**config.mk**
```make
export PLATFORM = sky130hd
export DESIGN_NAME = mem_arbiter
export DESIGN_NICKNAME = d
export VERILOG_FILES = /design/src/rtl/mem_arbiter.sv
export SDC_FILE = /design/constraint.sdc
export NUM_CORES = 1
export LEC_CHECK = 0
export ABC_AREA = 1
export BUFFER_PORTS_ARGS = -buffer_cell sky130_fd_sc_hd__buf_2
export CAP_MARGIN = 20
export CELL_PAD_IN_SITES_DETAIL_PLACEMENT = 0
export CELL_PAD_IN_SITES_GLOBAL_PLACEMENT = 1
export CORE_MARGIN = 2
export CORE_UTILIZATION = 21
export CTS_BUF_LIST = sky130_fd_sc_hd__clkbuf_8
export CTS_CLUSTER_DIAMETER = 50
export DETAILED_ROUTE_END_ITERATION = 10
export PLACE_DENSITY = 0.86
export SLEW_MARGIN = 20
export SYNTH_ARGS = -nofsm -noshare
export SYNTH_HDL_FRONTEND = slang
export SYNTH_SLANG_ARGS = --single-unit
```
**constraint.sdc**
```tcl
create_clock -name clk -period 5.55 [get_ports clk]
set_clock_uncertainty 0.15 [all_clocks]
set_input_delay 0.555 -clock clk [delete_from_list [all_inputs] [get_ports clk]]
set_output_delay 0.555 -clock clk [all_outputs]
set_load 0.005 [all_outputs]
```
**src/rtl/mem_arbiter.sv**
```systemverilog
// Two-to-one arbiter that shares one memory port between instruction fetch and data access.
// Grants are combinational. Read returns are steered back through an in-order FIFO of source tags.
module mem_arbiter #(
    parameter int MAX_OUTSTANDING = 4,
    parameter int MAX_STREAK      = 3
) (
    input  logic        clk,
    input  logic        rst,
    input  logic [29:0] imem_addr,
    input  logic        imem_rd,
    output logic        imem_wait,
    output logic [31:0] imem_rddata,
    output logic        imem_rvalid,
    input  logic [29:0] dmem_addr,
    input  logic        dmem_rd,
    input  logic        dmem_wr,
    input  logic [31:0] dmem_wrdata,
    input  logic [3:0]  dmem_wrmask,
    output logic        dmem_wait,
    output logic [31:0] dmem_rddata,
    output logic        dmem_rvalid,
    output logic [29:0] mem_addr,
    output logic        mem_rd,
    output logic        mem_wr,
    output logic [31:0] mem_wrdata,
    output logic [3:0]  mem_wrmask,
    input  logic        mem_wait,
    input  logic [31:0] mem_rddata,
    input  logic        mem_rvalid,
    output logic        err
);

    localparam int PW = (MAX_OUTSTANDING > 1) ? $clog2(MAX_OUTSTANDING) : 1;
    localparam int CW = $clog2(MAX_OUTSTANDING + 1);

    logic                       lock_q;
    logic                       lock_src_q;
    logic [3:0]                 streak_q;
    logic [MAX_OUTSTANDING-1:0] tag_q;
    logic [PW-1:0]              wr_ptr_q;
    logic [PW-1:0]              rd_ptr_q;
    logic [CW-1:0]              count_q;
    logic                       err_q;

    logic sel_valid;
    logic sel_dmem;
    logic sel_rd;
    logic sel_wr;
    logic block;
    logic accept;
    logic push;
    logic pop;
    logic streak_max;
    logic fifo_full;
    logic fifo_empty;

    assign streak_max = (streak_q == 4'(MAX_STREAK));
    assign fifo_full  = (count_q == CW'(MAX_OUTSTANDING));
    assign fifo_empty = (count_q == '0);

    // A stalled request keeps the port until memory takes it, so the lock outranks priority.
    always_comb begin
        sel_valid = 1'b0;
        sel_dmem  = 1'b0;
        if (lock_q) begin
            sel_dmem  = lock_src_q;
            sel_valid = lock_src_q ? (dmem_rd | dmem_wr) : imem_rd;
        end else if (imem_rd && streak_max) begin
            sel_valid = 1'b1;
        end else if (dmem_rd || dmem_wr) begin
            sel_valid = 1'b1;
            sel_dmem  = 1'b1;
        end else if (imem_rd) begin
            sel_valid = 1'b1;
        end
    end

    assign sel_rd = sel_valid & (sel_dmem ? dmem_rd : imem_rd);
    assign sel_wr = sel_valid & sel_dmem & dmem_wr;
    assign block  = sel_rd & fifo_full;
    assign accept = (sel_rd | sel_wr) & ~mem_wait & ~block;
    assign push   = accept & sel_rd;
    assign pop    = mem_rvalid & ~fifo_empty;

    always_comb begin
        mem_rd     = sel_rd & ~block;
        mem_wr     = sel_wr;
        mem_addr   = '0;
        mem_wrdata = '0;
        mem_wrmask = '0;
        if (sel_valid) begin
            if (sel_dmem) begin
                mem_addr   = dmem_addr;
                mem_wrdata = dmem_wrdata;
                mem_wrmask = dmem_wrmask;
            end else begin
                mem_addr = imem_addr;
            end
        end
        imem_wait = (sel_valid && !sel_dmem) ? ~accept : imem_rd;
        dmem_wait = (sel_valid && sel_dmem) ? ~accept : (dmem_rd | dmem_wr);
    end

    assign imem_rddata = mem_rddata;
    assign dmem_rddata = mem_rddata;
    assign imem_rvalid = pop & ~tag_q[rd_ptr_q];
    assign dmem_rvalid = pop & tag_q[rd_ptr_q];
    assign err         = err_q;

    // Pointers wrap naturally because the depth is a power of two.
    always_ff @(posedge clk or negedge rst) begin
        if (!rst) begin
            lock_q     <= 1'b0;
            lock_src_q <= 1'b0;
            streak_q   <= '0;
            tag_q      <= '0;
            wr_ptr_q   <= '0;
            rd_ptr_q   <= '0;
            count_q    <= '0;
            err_q      <= 1'b0;
        end else begin
            if ((mem_rd || mem_wr) && mem_wait) begin
                lock_q     <= 1'b1;
                lock_src_q <= sel_dmem;
            end else if (accept) begin
                lock_q <= 1'b0;
            end

            if ((accept && !sel_dmem) || !imem_rd) begin
                streak_q <= '0;
            end else if (accept && sel_dmem && !streak_max) begin
                streak_q <= streak_q + 1'b1;
            end

            if (push) begin
                tag_q[wr_ptr_q] <= sel_dmem;
                wr_ptr_q        <= wr_ptr_q + 1'b1;
            end
            if (pop) begin
                rd_ptr_q <= rd_ptr_q + 1'b1;
            end
            if (push && !pop) begin
                count_q <= count_q + 1'b1;
            end else if (pop && !push) begin
                count_q <= count_q - 1'b1;
            end

            if (mem_rvalid && fifo_empty) begin
                err_q <= 1'b1;
            end
        end
    end

endmodule

```
==> results of run 1 <==
[power groups by stage]
stage / Sequential [W] / Combinational [W] / Clock (W)
floorplan: 0.000230 / 0.000451 / 0
global placement: 0.000237 / 0.000704 / 0
detailed placement: 0.000240 / 0.000720 / 0
CTS: 0.000237 / 0.000726 / 0.000106
global route: 0.000246 / 0.000799 / 0.000112
finish: 0.000237 / 0.000715 / 0.000103
[stage by stage]
step	cell area (µm²)	setup slack [ns]	instances	hold WS, ns
finish	2730	2.38	554	0.0783
global route	2730	2.15	554	0.0925
CTS	2730	2.36	554	0.0833
detailed placement	2670	2.54	550	0.309
global placement	2670	2.60	550	0.306
floorplan	2160	3.16	312	0.109
[worst paths after layout]
check	endpoint	startpoint	cells past startpoint	slack (ns)
min in group clk	err	err	1	0.32
max reg2reg	count_q[2]	streak_q[0]	13	2.87
min reg2reg	err	err	1	0.32
max	mem_addr[5]	streak_q[0]	7	2.38
max in group asynchronous	tag_q[3]	rst	1	4.89
min	count_q[1]	rst	1	0.08
[registers in the layout, indices dropped and copies added, names as in the netlist]
signal,flops
count_q,3
rd_ptr_q,2
streak_q,4
lock_src_q,1
lock_q,1
err,1
wr_ptr_q,2
tag_q,4
[metal layers]
metal	vias to the layer above	GRT usage	part of all wire
met4	0	0.0333	0.015
met3	19	0.177	0.23
met1	1038	0.225	0.41
met5	-	0	0
met2	110	0.194	0.34
li1	1114	-	-
[synth_stat cells]
master	count	area (µm²)
inv_1	61	229
ha_1	6	75.1
dfrtp_1	18	450
o21a_1	1	7.51
buf_4	68	510
a22o_1	30	263
nand2_1	31	116
xor2_1	5	43.8
a21oi_2	2	17.5
o21ai_1	4	20.0
o31ai_1	3	22.5
xnor2_1	1	8.76
a32oi_1	1	8.76
nor2_1	46	173
inv_2	3	11.3
buf_2	6	30.0
a21oi_1	3	15.0
fa_1	1	20.0
a21boi_1	1	7.51
nand3_2	2	20.0
nand2_2	5	31.3
o21ai_0	4	20.0
a31o_2	1	8.76
mux2_2	1	11.3
nand3_1	7	35.0
nor3_1	1	5.00
[logic make-up after synthesis]
| kind of cell | synth area share |
|---|---|
| multiplexers | 0.00521 |
| flip-flops | 0.208 |
| AND/OR/NAND/NOR | 0.176 |
| AO/OA/AOI/OAI | 0.181 |
| adder cells (fa/ha/maj) | 0.0440 |
| buffers and inverters | 0.361 |
| XOR/XNOR | 0.0243 |
[worst reg2reg max path, stage by stage, from the launching register on]
cell,delay (ns)
dfrtp_1,0.39
ha_1,0.23
nand2_1,0.07
nor2_1,0.17
nand2_2,0.09
nand3_2,0.11
nand3_2,0.19
inv_1,0.16
ha_1,0.16
inv_1,0.07
fa_1,0.38
a21oi_1,0.14
o21ai_0,0.11
xor2_1,0.15
[placed cells by master (no fill, tap or decap), types with 4 or more instances in the layout]
cell	count
buf_2	175
ha_1	6
clkbuf_8	4
inv_1	61
xor2_1	5
o21ai_0	4
nand2_2	5
o21ai_1	4
a22o_1	30
dfrtp_1	18
nand2_1	31
nor2_1	46
nand3_1	7
[layout make-up]
type                    count  area, µm²
clock buffers               4       55.1
fillers                  1145       7410
inverters                  64        240
multi-input cells         156        930
flip-flops and latches     18        450
well taps                 136        170
repair buffers            176        883
==> impl_metrics.yaml, run 1 <==
sta:
  tightest_slew_ns: 1.02
  period_minus_slack_ns: 3.17
  setup_viol: 0
  clock.fmax_mhz: 315
  finalHoldViolCount: 0
  tns_ns: 0
  period_share: 0.571
  rsz0062_at_grt: "no"
  slew_violations: 0
  relSlewSlack: 0.317
floorplanning:
  row_count: 37
  die_area_um2: 11100
  core_area_um2: 10100
  initial_core_util: 0.213
  die-width_um: 105
  dieHeight_um: 105
  io_pins: 272
pwr:
  pwr-share-clk: 0.097
  vdd_drop_max_uv: 129
  p_total_w: 0.00106
  combPwrFrac: 0.678
  p_sw_w: 0.000510
  pwr_density_cell_nw_per_um2: 387
  seqPwrFrac: 0.225
  internal_power_w: 0.000546
  p_leak_nw: 1.76
  swShare: 0.483
cts:
  cts_resized: 0
  tritoncts: "built"
  h-tree-depth: 1
  clk_latency_ns: 0.25
  cts_post_setup_buffers_inserted: 0
  clockBufferDepth: 2
  ctsHoldBuffers: 0
  clkTransAtPathRegs_ns: 0.07
  cts.sinks: 18
  clock-root-buffer: "clkbuf_8"
  cts_made_buffers: 3
grt:
  grt_use_total: 0.174
  antenna_found_initial: 0
  globalRouteOverflowTotal: 0
  grt_first_pass_wirelength_mm: 14.2
  grt_pass1_vias: 2276
  grt_max_degree: 40
detailed_routing:
  first_iter_violations: 92
  totalWireLength_mm: 10.5
  avgRoutedWirePerCell_um: 18.9
  routed_via_density: 4.12
  dr_total_vias: 2281
  ant_nets: 0
  dr.pass1.iters: 4
  drc: 0
layout:
  diodes: 0
  post_route_cells_drive_above_1_share: 0.464
  syn_to_final_growth_pct: 26.3
  final_util: 0.269
  nets: 561
worst_setup_path:
  required_ns: 4.85
  worstPathArrival_ns: 2.47
  critPathMaxStageDelay_ns: 0.76
  end_kind: "output port"
  startpoint_type: "flop"
  crit_chain: "ha_1 -> nand2_1 -> nor2_1 -> nand2_2 -> nand2_1 -> a22o_1 -> buf_2"
  cp_num_buf_inv: 1
  path_max_fanout: 31
  critical_path.top_delay_family: "simple AND/OR/NAND/NOR gates"
  crit_type: "flop to output port"
  cp_common_cell: "nand2_1"
  critical-path-slowest-cell: "nand2_1"
synthesis:
  seq_area_frac_synth: 0.208
  synth-warning-count: 0
  synth_cell_types: 26
  netlist_area_um2: 2160
  synth_nets: 454
  syn-instance-count: 312
  synth_seq_cells: 18
  avgSynthCellArea_um2: 6.93
placement:
  place.port_buffers: 175
  place_congestion: 0.877
  dp_hpwl_mm: 9.44
min_path:
  hp-class: "input pin to async pin"
job:
  maxCapViolCount: 0
run_status:
  status: "complete, no violations"
Power figures use the tool's default switching activity.
==> run 2: changes to the inputs <==
Settings changed: CORE_UTILIZATION 21 to 18, PLACE_DENSITY 0.86 to 0.78.
Clock period 5.55 ns to 2.8 ns, I/O delays scaled along.
==> run 2 against run 1 <==
Setup slack got worse by 2.0 ns; sequential share of layout area fell by 0.28 points; first-iteration DRC count fell by 11%; critical path depth rose by 6; cell area rose by 1.7%; global-route usage fell by 6.0 points; clock power rose by 110%; sequential power rose by 99%; total power rose by 93%; utilization fell by 3.5 points; non-clock buffer count rose by 4; critical endpoint is now count_q[2]; largest power group unchanged.
==> impl_metrics.yaml, run 2 (synthesized netlist as in run 1, its figures left out) <==
job:
  maxCapViolCount: 0
floorplanning:
  core_area_um2: 11900
  io_pins: 272
  initial_core_util: 0.182
  row_count: 40
  dieHeight_um: 114
  die_area_um2: 12900
  die-width_um: 114
detailed_routing:
  avgRoutedWirePerCell_um: 14.1
  dr_total_vias: 2315
  routed_via_density: 4.07
  totalWireLength_mm: 8.01
  ant_nets: 0
  dr.pass1.iters: 4
  drc: 0
  first_iter_violations: 82
pwr:
  combPwrFrac: 0.662
  pwr_density_cell_nw_per_um2: 733
  swShare: 0.461
  p_leak_nw: 1.78
  pwr-share-clk: 0.106
  p_sw_w: 0.000937
  vdd_drop_max_uv: 380
  seqPwrFrac: 0.232
  internal_power_w: 0.00110
grt:
  antenna_found_initial: 0
  grt_first_pass_wirelength_mm: 11.5
  grt_max_degree: 32
  grt_pass1_vias: 2335
  globalRouteOverflowTotal: 0
  grt_use_total: 0.114
layout:
  diodes: 0
  top_regs: "streak_q x4, tag_q x4, count_q x3"
  post_route_cells_drive_above_1_share: 0.467
  final_common_cell: "buf_2"
  fin_area_um2: 2780
  final_util: 0.234
  layout_common_cells: "buf_2 (175), inv_1 (61), nor2_1 (46), nand2_1 (31), a22o_1 (30)"
  syn_to_final_growth_pct: 28.4
  final_cells: 569
  nets: 565
cts:
  cts_made_buffers: 3
  clkTransAtPathRegs_ns: 0.07
  clockBufferDepth: 2
  cts_post_setup_buffers_inserted: 0
  cts_resized: 0
  cts.sinks: 18
  clk_latency_ns: 0.26
  tritoncts: "built"
  clock-root-buffer: "clkbuf_8"
  h-tree-depth: 1
sta:
  setup_viol: 0
  tns_ns: 0
  period_minus_slack_ns: 2.47
  rsz0062_at_grt: "no"
  slew_violations: 0
  setup_slack_ns: 0.329
  period_share: 0.882
  finalHoldViolCount: 0
  tightest_slew_ns: 0.488
  clock.fmax_mhz: 405
  relSlewSlack: 0.674
worst_setup_path:
  crit_type: "flop to flop"
  critPathMaxStageDelay_ns: 0.39
  worstPathArrival_ns: 2.45
  critical_path.top_delay_family: "adder cells"
  end_kind: "flop"
  path_max_fanout: 4
  required_ns: 2.78
  crit_chain: "ha_1 -> nand2_1 -> nor2_1 -> nand2_2 -> nand3_2 -> nand3_2 -> inv_1 -> ha_1 -> inv_1 -> fa_1 -> a21oi_1 -> o21ai_0 -> xor2_1"
  critical-path-slowest-cell: "dfrtp_1"
  cp_num_buf_inv: 2
  startpoint_type: "flop"
run_status:
  status: "complete, no violations"
placement:
  place_congestion: 0.754
  place.port_buffers: 175
  placedCellCount: 564
  dp_hpwl_mm: 7.02
  place_area_um2: 2710
  place_ws_ns: 0.341
min_path:
  hp-class: "input pin to flop"
-- run 2: worst paths after layout --
path / slack [ns] / to / depth (start not counted) / startpoint
setup / recovery: 0.33 / count_q[2] / 13 / streak_q[0]
hold / removal: 0.15 / rd_ptr_q[0] / 3 / mem_rvalid
setup reg to reg: 0.33 / count_q[2] / 13 / streak_q[0]
hold reg to reg: 0.32 / rd_ptr_q[1] / 1 / rd_ptr_q[1]
max in group asynchronous: 1.87 / rd_ptr_q[1] / 2 / rst
min in group asynchronous: 0.34 / wr_ptr_q[0] / 2 / rst
-- run 2: area by class of cell --
cell class              count  area, µm²
multi-input cells         156        930
well taps                 147        184
fillers                  1332       9090
clock buffers               4       55.1
inverters                  64        240
flip-flops and latches     18        450
repair buffers            180        916
-- run 2: through the flow --
stage	hold slack, ns	total power (W)
after floorplan	-0.166	0.00135
final	0.154	0.00203
after global placement	0.0826	0.00181
after detailed placement	0.0916	0.00184
after CTS	0.144	0.00207
after global routing	0.139	0.00226
-- run 2: worst register-to-register path, cell delays in order, from the launching register on --
cell,delay [ns]
dfrtp_1,0.39
ha_1,0.22
nand2_1,0.07
nor2_1,0.15
nand2_2,0.10
nand3_2,0.10
nand3_2,0.08
inv_1,0.10
ha_1,0.15
inv_1,0.06
fa_1,0.38
a21oi_1,0.14
o21ai_0,0.11
xor2_1,0.15
-- run 2: routing by layer --
layer | up-vias | track usage | share of wire
li1 | 1125 | - | -
met1 | 1050 | 0.143 | 0.41
met2 | 110 | 0.183 | 0.46
met3 | 30 | 0.0409 | 0.10
met4 | 0 | 0.0382 | 0.028
met5 | - | 0 | 0
-- run 2: power groups by stage --
stage / clock network [W] / registers (W) / logic, W
2_1_floorplan: 0 / 0.000456 / 0.000894
3_3_place_gp: 0 / 0.000468 / 0.00134
3_5_place_dp: 0 / 0.000477 / 0.00136
4_1_cts: 0.000224 / 0.000472 / 0.00137
5_1_grt: 0.000239 / 0.000492 / 0.00153
6_report: 0.000216 / 0.000471 / 0.00135
-- run 2: timing repair --
| action | in CTS | in global routing |
|---|---|---|
| setup endpoints to repair | 0 | 0 |
| hold endpoints to repair | 18 | 0 |
| hold buffers | 1 | 0 |
==> run 3: changes to the inputs <==
Clock period 2.8 ns to 2.15 ns, I/O delays scaled along.
==> run 3 against run 2 <==
The run now ends with negative setup slack left; flip-flop and latch count did not move; wire length rose by 6.9%; largest cell class is now non-clock buffers; register-to-register slack got worse by 0.31 ns; cell area rose by 11%; critical path type is now flop to output port; highest routed layer unchanged.
==> impl_metrics.yaml, run 3 (synthesized netlist as in run 1, its figures left out) <==
detailed_routing:
  drc: 0
  dr.pass1.iters: 6
  dr_total_vias: 2365
  ant_nets: 0
  totalWireLength_mm: 8.56
  routed_via_density: 4.04
  first_iter_violations: 71
  avgRoutedWirePerCell_um: 14.6
grt:
  grt_use_met2: 0.148
  grt_max_degree: 39
  antenna_found_initial: 0
  grt_first_pass_wirelength_mm: 11.5
  grt.busiest_layer: "met1"
  grt_pass1_vias: 2198
  globalRouteOverflowTotal: 0
  grt_use_total: 0.113
  grt_util_met1: 0.163
  grt_use_met3: 0.0526
floorplanning:
  die-width_um: 114
  die_area_um2: 12900
  dieHeight_um: 114
  initial_core_util: 0.182
  io_pins: 272
  core_area_um2: 11900
  row_count: 40
placement:
  place.port_buffers: 175
  dp_hpwl_mm: 7.12
  placedCellCount: 574
  place_congestion: 0.822
worst_setup_path:
  end_kind: "output port"
  required_ns: 1.78
  crit_type: "flop to output port"
  worstPathArrival_ns: 1.79
  startpoint_type: "flop"
  path_max_fanout: 16
cts:
  tritoncts: "built"
  clock-root-buffer: "clkbuf_8"
  clockBufferDepth: 2
  clkTransAtPathRegs_ns: 0.07
  cts_made_buffers: 3
  clk_latency_ns: 0.25
  cts.sinks: 18
  h-tree-depth: 1
sta:
  period_minus_slack_ns: 2.15
  tightest_slew_ns: 0.417
  period_share: 1.00
  hold_ws_ns: 0.0963
  setup_viol: 1
  rsz0062_at_grt: "yes"
  slew_violations: 0
  clock.fmax_mhz: 465
  tns_ns: -0.000506
  setup_slack_ns: -0.000506
  relSlewSlack: 0.722
  finalHoldViolCount: 0
layout:
  seqCellArea_um2: 452
  post_route_cells_drive_above_1_share: 0.532
  multi_input_area_um2: 1030
  layout_common_cells: "buf_2 (171), inv_1 (59), nor2_1 (38), a22o_1 (30), nand2_1 (26)"
  top_regs: "streak_q x4, tag_q x4, count_q x3"
  diodes: 0
  fill_cells: 1342
  final_cells: 585
  syn_to_final_growth_pct: 42.4
  final_common_cell: "buf_2"
  nets: 581
run_status:
  failed_checks: "negative setup slack"
  status: "finished, violations left"
pwr:
  pwr_density_cell_nw_per_um2: 992
  p_leak_nw: 1.89
  vdd_drop_max_uv: 714
min_path:
  hp-class: "input pin to flop"
job:
  maxCapViolCount: 0
## run 3: timing repair
item / 4_1_cts / 5_1_grt
hold endpoints to repair: 18 / 0
cloned: 0 / 2
setup endpoints to repair: 55 / 64
hold buffers: 1 / 0
pin swaps: 1 / 2
setup buffers: 0 / 4
resized for setup: 3 / 23
## run 3: layout make-up
class                           instances  area share
Sequential cell                        18       0.147
Inverter                               64      0.0813
Clock buffer                            4      0.0179
Multi-Input combinational cell        156       0.335
Tap cell                              147      0.0598
Timing Repair Buffer                  196       0.359
## run 3: routing by layer
| layer | vias to the layer above | part of all wire |
|---|---|---|
| li1 | 1161 | - |
| met1 | 1072 | 0.44 |
| met2 | 102 | 0.41 |
| met3 | 30 | 0.13 |
| met4 | 0 | 0.025 |
| met5 | - | 0 |
## run 3: worst paths after layout
check	depth (start not counted)	start	end	slack, ns
setup / recovery	9	streak_q[1]	mem_addr[14]	-0.0005
hold / removal	2	mem_rvalid	err	0.1
setup reg to reg	13	streak_q[1]	count_q[2]	0.02
hold reg to reg	1	err	err	0.32
max in group asynchronous	2	rst	lock_q	1.27
min in group asynchronous	2	rst	lock_src_q	0.27
## run 3: power by group
part | switching (W) | internal [W]
sequential | 0.000116 | 0.000492
combinational | 0.00113 | 0.00103
clock | 0.000120 | 0.000163
## run 3: through the flow
stage / utilization / power, W / worst slack (ns) / instance area [µm²]
after floorplan: - / 0.00180 / -0.0531 / 2200
after global placement: 0.240 / 0.00251 / 0.0230 / 2850
after detailed placement: 0.240 / 0.00257 / -0.000472 / 2850
after CTS: 0.246 / 0.00288 / -0.0383 / 2920
after global routing: 0.259 / 0.00335 / -0.0883 / 3080
final: 0.259 / 0.00305 / -0.000506 / 3080
## run 3: worst max-delay path: stages (launching register included)
cell,delay (ns)
dfrtp_1,0.39
ha_2,0.19
nand2_2,0.05
nor2_2,0.04
nand2_2,0.09
buf_4,0.16
nand2_4,0.08
buf_12,0.15
a22o_1,0.23
buf_2,0.14
